==> src/rtl/dmem_arbiter.sv <==
// Shares one data-memory port: core has in-cycle priority, UART gets a starvation guard and locked bursts.
// Core served in 0 cycles (stalled on loss); UART gets uart_gnt combinationally and uart_done one cycle later.
module dmem_arbiter #(
  parameter int STARVE_MAX = 4,
  parameter int MEM_BYTES  = 256
) (
  input  logic        clk,
  input  logic        reset,
  input  logic        core_req,
  input  logic        core_we,
  input  logic [31:0] core_addr,
  input  logic [31:0] core_wdata,
  input  logic [2:0]  core_size,
  output logic        core_stall,
  output logic [31:0] core_rdata,
  output logic        core_err,
  input  logic        uart_req,
  input  logic        uart_we,
  input  logic        uart_lock,
  input  logic [31:0] uart_addr,
  input  logic [31:0] uart_wdata,
  input  logic [2:0]  uart_size,
  output logic        uart_gnt,
  output logic        uart_done,
  output logic [31:0] uart_rdata,
  output logic        uart_err,
  output logic        mem_wr_en,
  output logic        mem_rd_en,
  output logic [31:0] mem_addr,
  output logic [31:0] mem_wdata,
  output logic [2:0]  mem_size,
  input  logic [31:0] mem_rdata
);

  typedef enum logic {SHARED, LOCKED} state_t;

  state_t      state, state_nxt;
  logic [3:0]  wait_cnt, wait_nxt;
  logic        starved;
  logic        uart_sel, core_sel, any_sel;
  logic        sel_we, sel_legal;
  logic [31:0] sel_addr, sel_wdata;
  logic [2:0]  sel_size;

  // Size/alignment/range check; 33-bit end address so addresses near 2^32 cannot wrap into range.
  function automatic logic access_legal(input logic [31:0] addr, input logic [2:0] size);
    logic [32:0] end_addr;
    logic        ok;
    ok       = 1'b1;
    end_addr = {1'b0, addr};
    case (size)
      3'b000: end_addr = end_addr + 33'd1;
      3'b001: begin
        ok       = ~addr[0];
        end_addr = end_addr + 33'd2;
      end
      3'b010: begin
        ok       = (addr[1:0] == 2'b00);
        end_addr = end_addr + 33'd4;
      end
      default: ok = 1'b0;
    endcase
    return ok && (end_addr <= 33'(MEM_BYTES));
  endfunction

  always_comb begin
    starved  = (wait_cnt == 4'(STARVE_MAX));
    uart_sel = 1'b0;
    core_sel = 1'b0;
    if (state == LOCKED) begin
      uart_sel = uart_req;
    end else begin
      uart_sel = uart_req && (!core_req || starved);
      core_sel = core_req && !uart_sel;
    end
    any_sel = uart_sel || core_sel;

    sel_we    = uart_sel ? uart_we    : core_we;
    sel_addr  = uart_sel ? uart_addr  : core_addr;
    sel_wdata = uart_sel ? uart_wdata : core_wdata;
    sel_size  = uart_sel ? uart_size  : core_size;
    sel_legal = access_legal(sel_addr, sel_size);

    // Illegal grants still present their fields but never enable the memory.
    mem_wr_en = any_sel && sel_legal && sel_we;
    mem_rd_en = any_sel && sel_legal && !sel_we;
    mem_addr  = any_sel ? sel_addr  : 32'd0;
    mem_wdata = any_sel ? sel_wdata : 32'd0;
    mem_size  = any_sel ? sel_size  : 3'd0;

    core_stall = core_req && !core_sel;
    core_err   = core_sel && !sel_legal;
    core_rdata = (core_sel && sel_legal && !core_we) ? mem_rdata : 32'd0;
    uart_gnt   = uart_sel;

    state_nxt = state;
    case (state)
      SHARED: if (uart_sel && uart_lock) state_nxt = LOCKED;
      LOCKED: if (!uart_lock) state_nxt = SHARED;
      default: state_nxt = SHARED;
    endcase

    wait_nxt = wait_cnt;
    if (uart_sel || !uart_req) begin
      wait_nxt = 4'd0;
    end else if (core_sel && !starved) begin
      wait_nxt = wait_cnt + 4'd1;
    end
  end

  always_ff @(posedge clk or negedge reset) begin
    if (!reset) begin
      state      <= SHARED;
      wait_cnt   <= 4'd0;
      uart_done  <= 1'b0;
      uart_err   <= 1'b0;
      uart_rdata <= 32'd0;
    end else begin
      state     <= state_nxt;
      wait_cnt  <= wait_nxt;
      uart_done <= uart_sel;
      uart_err  <= uart_sel && !sel_legal;
      if (uart_sel) begin
        uart_rdata <= (sel_legal && !uart_we) ? mem_rdata : 32'd0;
      end
    end
  end

endmodule

==> config.mk <==
export PLATFORM = sky130hd
export DESIGN_NAME = dmem_arbiter
export DESIGN_NICKNAME = d
export VERILOG_FILES = /design/src/rtl/dmem_arbiter.sv
export SDC_FILE = /design/constraint.sdc
export NUM_CORES = 1
export LEC_CHECK = 0
export ABC_AREA = 1
export CAP_MARGIN = 40
export CELL_PAD_IN_SITES_DETAIL_PLACEMENT = 0
export CELL_PAD_IN_SITES_GLOBAL_PLACEMENT = 1
export CORE_MARGIN = 4
export CORE_UTILIZATION = 35
export CTS_CLUSTER_DIAMETER = 150
export CTS_CLUSTER_SIZE = 16
export DETAILED_ROUTE_END_ITERATION = 10
export DONT_BUFFER_PORTS = 1
export GPL_TIMING_DRIVEN = 1
export HOLD_SLACK_MARGIN = 0.03
export MAX_ROUTING_LAYER = met4
export PLACE_DENSITY_LB_ADDON = 0.1
export SYNTH_ARGS = -nofsm -noshare
export SYNTH_HDL_FRONTEND = slang
export SYNTH_SLANG_ARGS = --single-unit
==> constraint.sdc <==
create_clock -name clk -period 5.36 [get_ports clk]
set_input_delay 1.072 -clock clk [delete_from_list [all_inputs] [get_ports clk]]
set_output_delay 1.072 -clock clk [all_outputs]
set_load 0.02 [all_outputs]
==> results.cfg <==
[outcome]
status = finished clean

[critical_path]
slowest_delay_ns = 0.23
cp-start-kind = primary input
end_kind = primary output
crit_fanout = 18
cpMaxStageDelayCell = o21ai_0
reg2reg_from = wait_cnt[0]
critPathMostFrequentCell = nor2_1
critical_path_class = in2out
cp_data_arrival_time_ns = 4.14
required_ns = 4.29
crit_buf_inv = 7
cp_top_family = simple AND/OR/NAND/NOR gates
cp-startpoint = core_req

[global_route]
grt_pass1_vias = 7467
gr-total-overflow = 0
antenna_found_initial = 0
grt_pass1_wl_um = 44900
grt_max_degree = 59
grt_use_total_pct = 29.5

[synthesis]
ys_warn_count = 0
yosysTopAreaCell = nand2_1
synthFlopType = dfrtp_1
netlist_area_um2 = 6290
synth_edf_count = 0
netlist_top_cells_count = 384 x nand2_1, 210 x nor2_1, 148 x inv_1
async_reset_ff_share_pct = 100
syn-num-nets = 1388
synthCells = 1209
synth.most_common_cell = nand2_1
ys_ff_latch = 39
synthDistinctLibCells = 33
seq_area_frac_synth_pct = 15.5
synth_top_cell_area_share_pct = 22.9
synth.area.top_cells = nand2_1 23%, dfrtp_1 16%, nor2_1 13%
syn_area_per_cell_um2 = 5.20

[die]
die_h_um = 142
die_x_um = 142
start_util_pct = 36.0
coreArea_um2 = 17500
num_rows = 48
dieArea_um2 = 20200
ios = 311

[timing]
slew_viol_final = 0
finalSetupViolCount = 0
skew_ns = 0.00602
min_period_ns = 5.22
max_freq_ghz = 0.192
finalCritPeriodShare_pct = 97.3
worst_slack_ns = 0.144
relSlewSlack_pct = 66.0
max_slew.worst_pin.slew_ns = 0.508
finalHoldViolations = 0

[drt]
drc = 0
viasPerCell = 5.38
firstDrtPassIters = 5
dr_total_vias = 8108
drt_iter0_drc = 714
ant_nets = 0
wl_per_cell_um = 20.4
drt-total-wl_um = 30700

[cells_and_area]
drive_gt1_share_pct = 20.0
final_nets = 1462
antenna_cells = 0
design_area_um2 = 7700
stdcell_count = 1508
area_growth_pct = 22.3

[power_and_ir_drop]
p_sw_share_pct = 47.4
p_comb_share_pct = 52.5
intPower_uw = 651
clock_power_share_pct = 23.1
power.density_nw_per_um2 = 161
leakagePower_nw = 4.07
p_switching_uw = 585
p_seq_share_pct = 24.4
power_mw = 1.24
max-vdd-ir-drop_v = 0.000129

[clock_tree]
clkTransAtPathRegs_ns = 0.06
cts_tree = built
numCtsBuffers = 5
htree_levels = 2
cts.sinks = 39
cts_buffer_depth = 2
clock_latency_ns = 0.28
cts-root-buf = clkbuf_16

[hold_path]
hp-class = in2async

[place]
dp.cells = 1491
place_hpwl_um = 25000
place_ws_ns = 0.0122
place_area_um2 = 7150
gp_congestion = 1.00
port_buffers = 0

[flow_run]
maxCapViolCount = 0
==> final timing paths <==
check | to | slack (ns) | depth (start not counted)
max | core_rdata[4] | 0.14 | 25
min | uart_rdata[25] | 0.48 | 0
max reg2reg | uart_rdata[17] | 1.48 | 26
min reg2reg | wait_cnt[0] | 0.49 | 1
max in group asynchronous | uart_rdata[16] | 4.78 | 0
min in group clk | wait_cnt[0] | 0.49 | 1
==> state kept, by name, indices dropped and copies added, names as in the netlist <==
| name | flops |
|---|---|
| wait_cnt | 4 |
| uart_done | 1 |
| uart_rdata | 32 |
| state | 1 |
| uart_err | 1 |
==> power groups by stage <==
stage	clock network (mW)	registers (mW)	logic (mW)
after floorplan	0	0.306	0.416
after global placement	0	0.307	0.607
after detailed placement	0	0.307	0.605
after CTS	0.292	0.302	0.607
after global routing	0.307	0.302	0.705
final	0.286	0.302	0.649
==> stage by stage <==
stage | TNS (ns) | util (%) | hold WS, ns
after detailed placement | 0 | 40.9 | 0.484
after global placement | 0 | 40.8 | 0.487
after floorplan | 0 | - | 0.453
after CTS | 0 | 41.7 | 0.473
final | 0 | 44.0 | 0.477
after global routing | -0.254 | 44.0 | 0.466
==> worst reg2reg max path, stage by stage, from the launching register on <==
cell      delay (ns)
dfrtp_1         0.41
inv_1           0.07
ha_1            0.13
nand3_1         0.12
nand2_4         0.15
buf_12          0.16
nand3b_1        0.15
nand2_1         0.13
inv_2           0.07
ha_4            0.17
inv_1           0.06
nor2_1          0.04
buf_4           0.15
nand2_1         0.09
nand3_2         0.12
buf_4           0.17
nand2_1         0.11
o21ai_0         0.10
nor2_1          0.19
nand2_1         0.08
nor2_1          0.12
nand3_2         0.11
nor2_4          0.17
buf_4           0.13
buf_4           0.32
nand4_1         0.20
nand2_1         0.09
==> timing repair <==
item	4_1_cts	5_1_grt
setup buffers	0	7
resized for setup	0	83
setup endpoints to repair	0	35
hold buffers	0	0
==> metal layers <==
metal / routed length, µm / global-route usage [%] / up-vias
li1: - / - / 3934
met1: 13500 / 41.5 / 3718
met2: 13100 / 40.5 / 409
met3: 3470 / 9.98 / 47
met4: 651 / 6.87 / 0
met5: 0 / - / -
==> final cells by class <==
class / instances / area, µm²
Inverter: 153 / 577
Clock buffer: 5 / 125
Timing Repair Buffer: 122 / 1030
Clock inverter: 2 / 13.8
Tap cell: 225 / 282
Multi-Input combinational cell: 962 / 4690
Sequential cell: 39 / 976
Fill cell: 2000 / 9780
==> cells by family after synthesis <==
group,synth area share (%)
and+or+nand+nor,61.0
adders and majority gates,1.19
DFF,15.5
AOI/OAI and AO/OA,7.76
xor gates and xnor gates,0.418
buffers and inverters,14.1
==> layout by cell type (no fill, tap or decap) <==
master / count
nand2_1: 363
nor2_1: 195
inv_1: 144
nand3_1: 114
buf_4: 105
o21ai_0: 58
nor2_2: 47
nand4_1: 43
dfrtp_1: 39
nand2_2: 29
nor2_4: 25
nand3b_1: 25
a21oi_1: 17
buf_6: 12
o21ai_1: 9
nand3_2: 7
clkbuf_16: 7
inv_2: 6
nor3_1: 6
o21ai_2: 3
o211ai_1: 3
ha_1: 3
ha_4: 3
buf_12: 3
nand2_4: 2
clkinv_1: 2
xor2_1: 2
nor3_2: 2
nand2_8: 1
inv_4: 1
o21bai_1: 1
o21a_1: 1
nand3_4: 1
a21boi_0: 1
xnor2_1: 1
clkinv_4: 1
clkinv_2: 1
No activity file was read; power rests on OpenSTA's default activity.
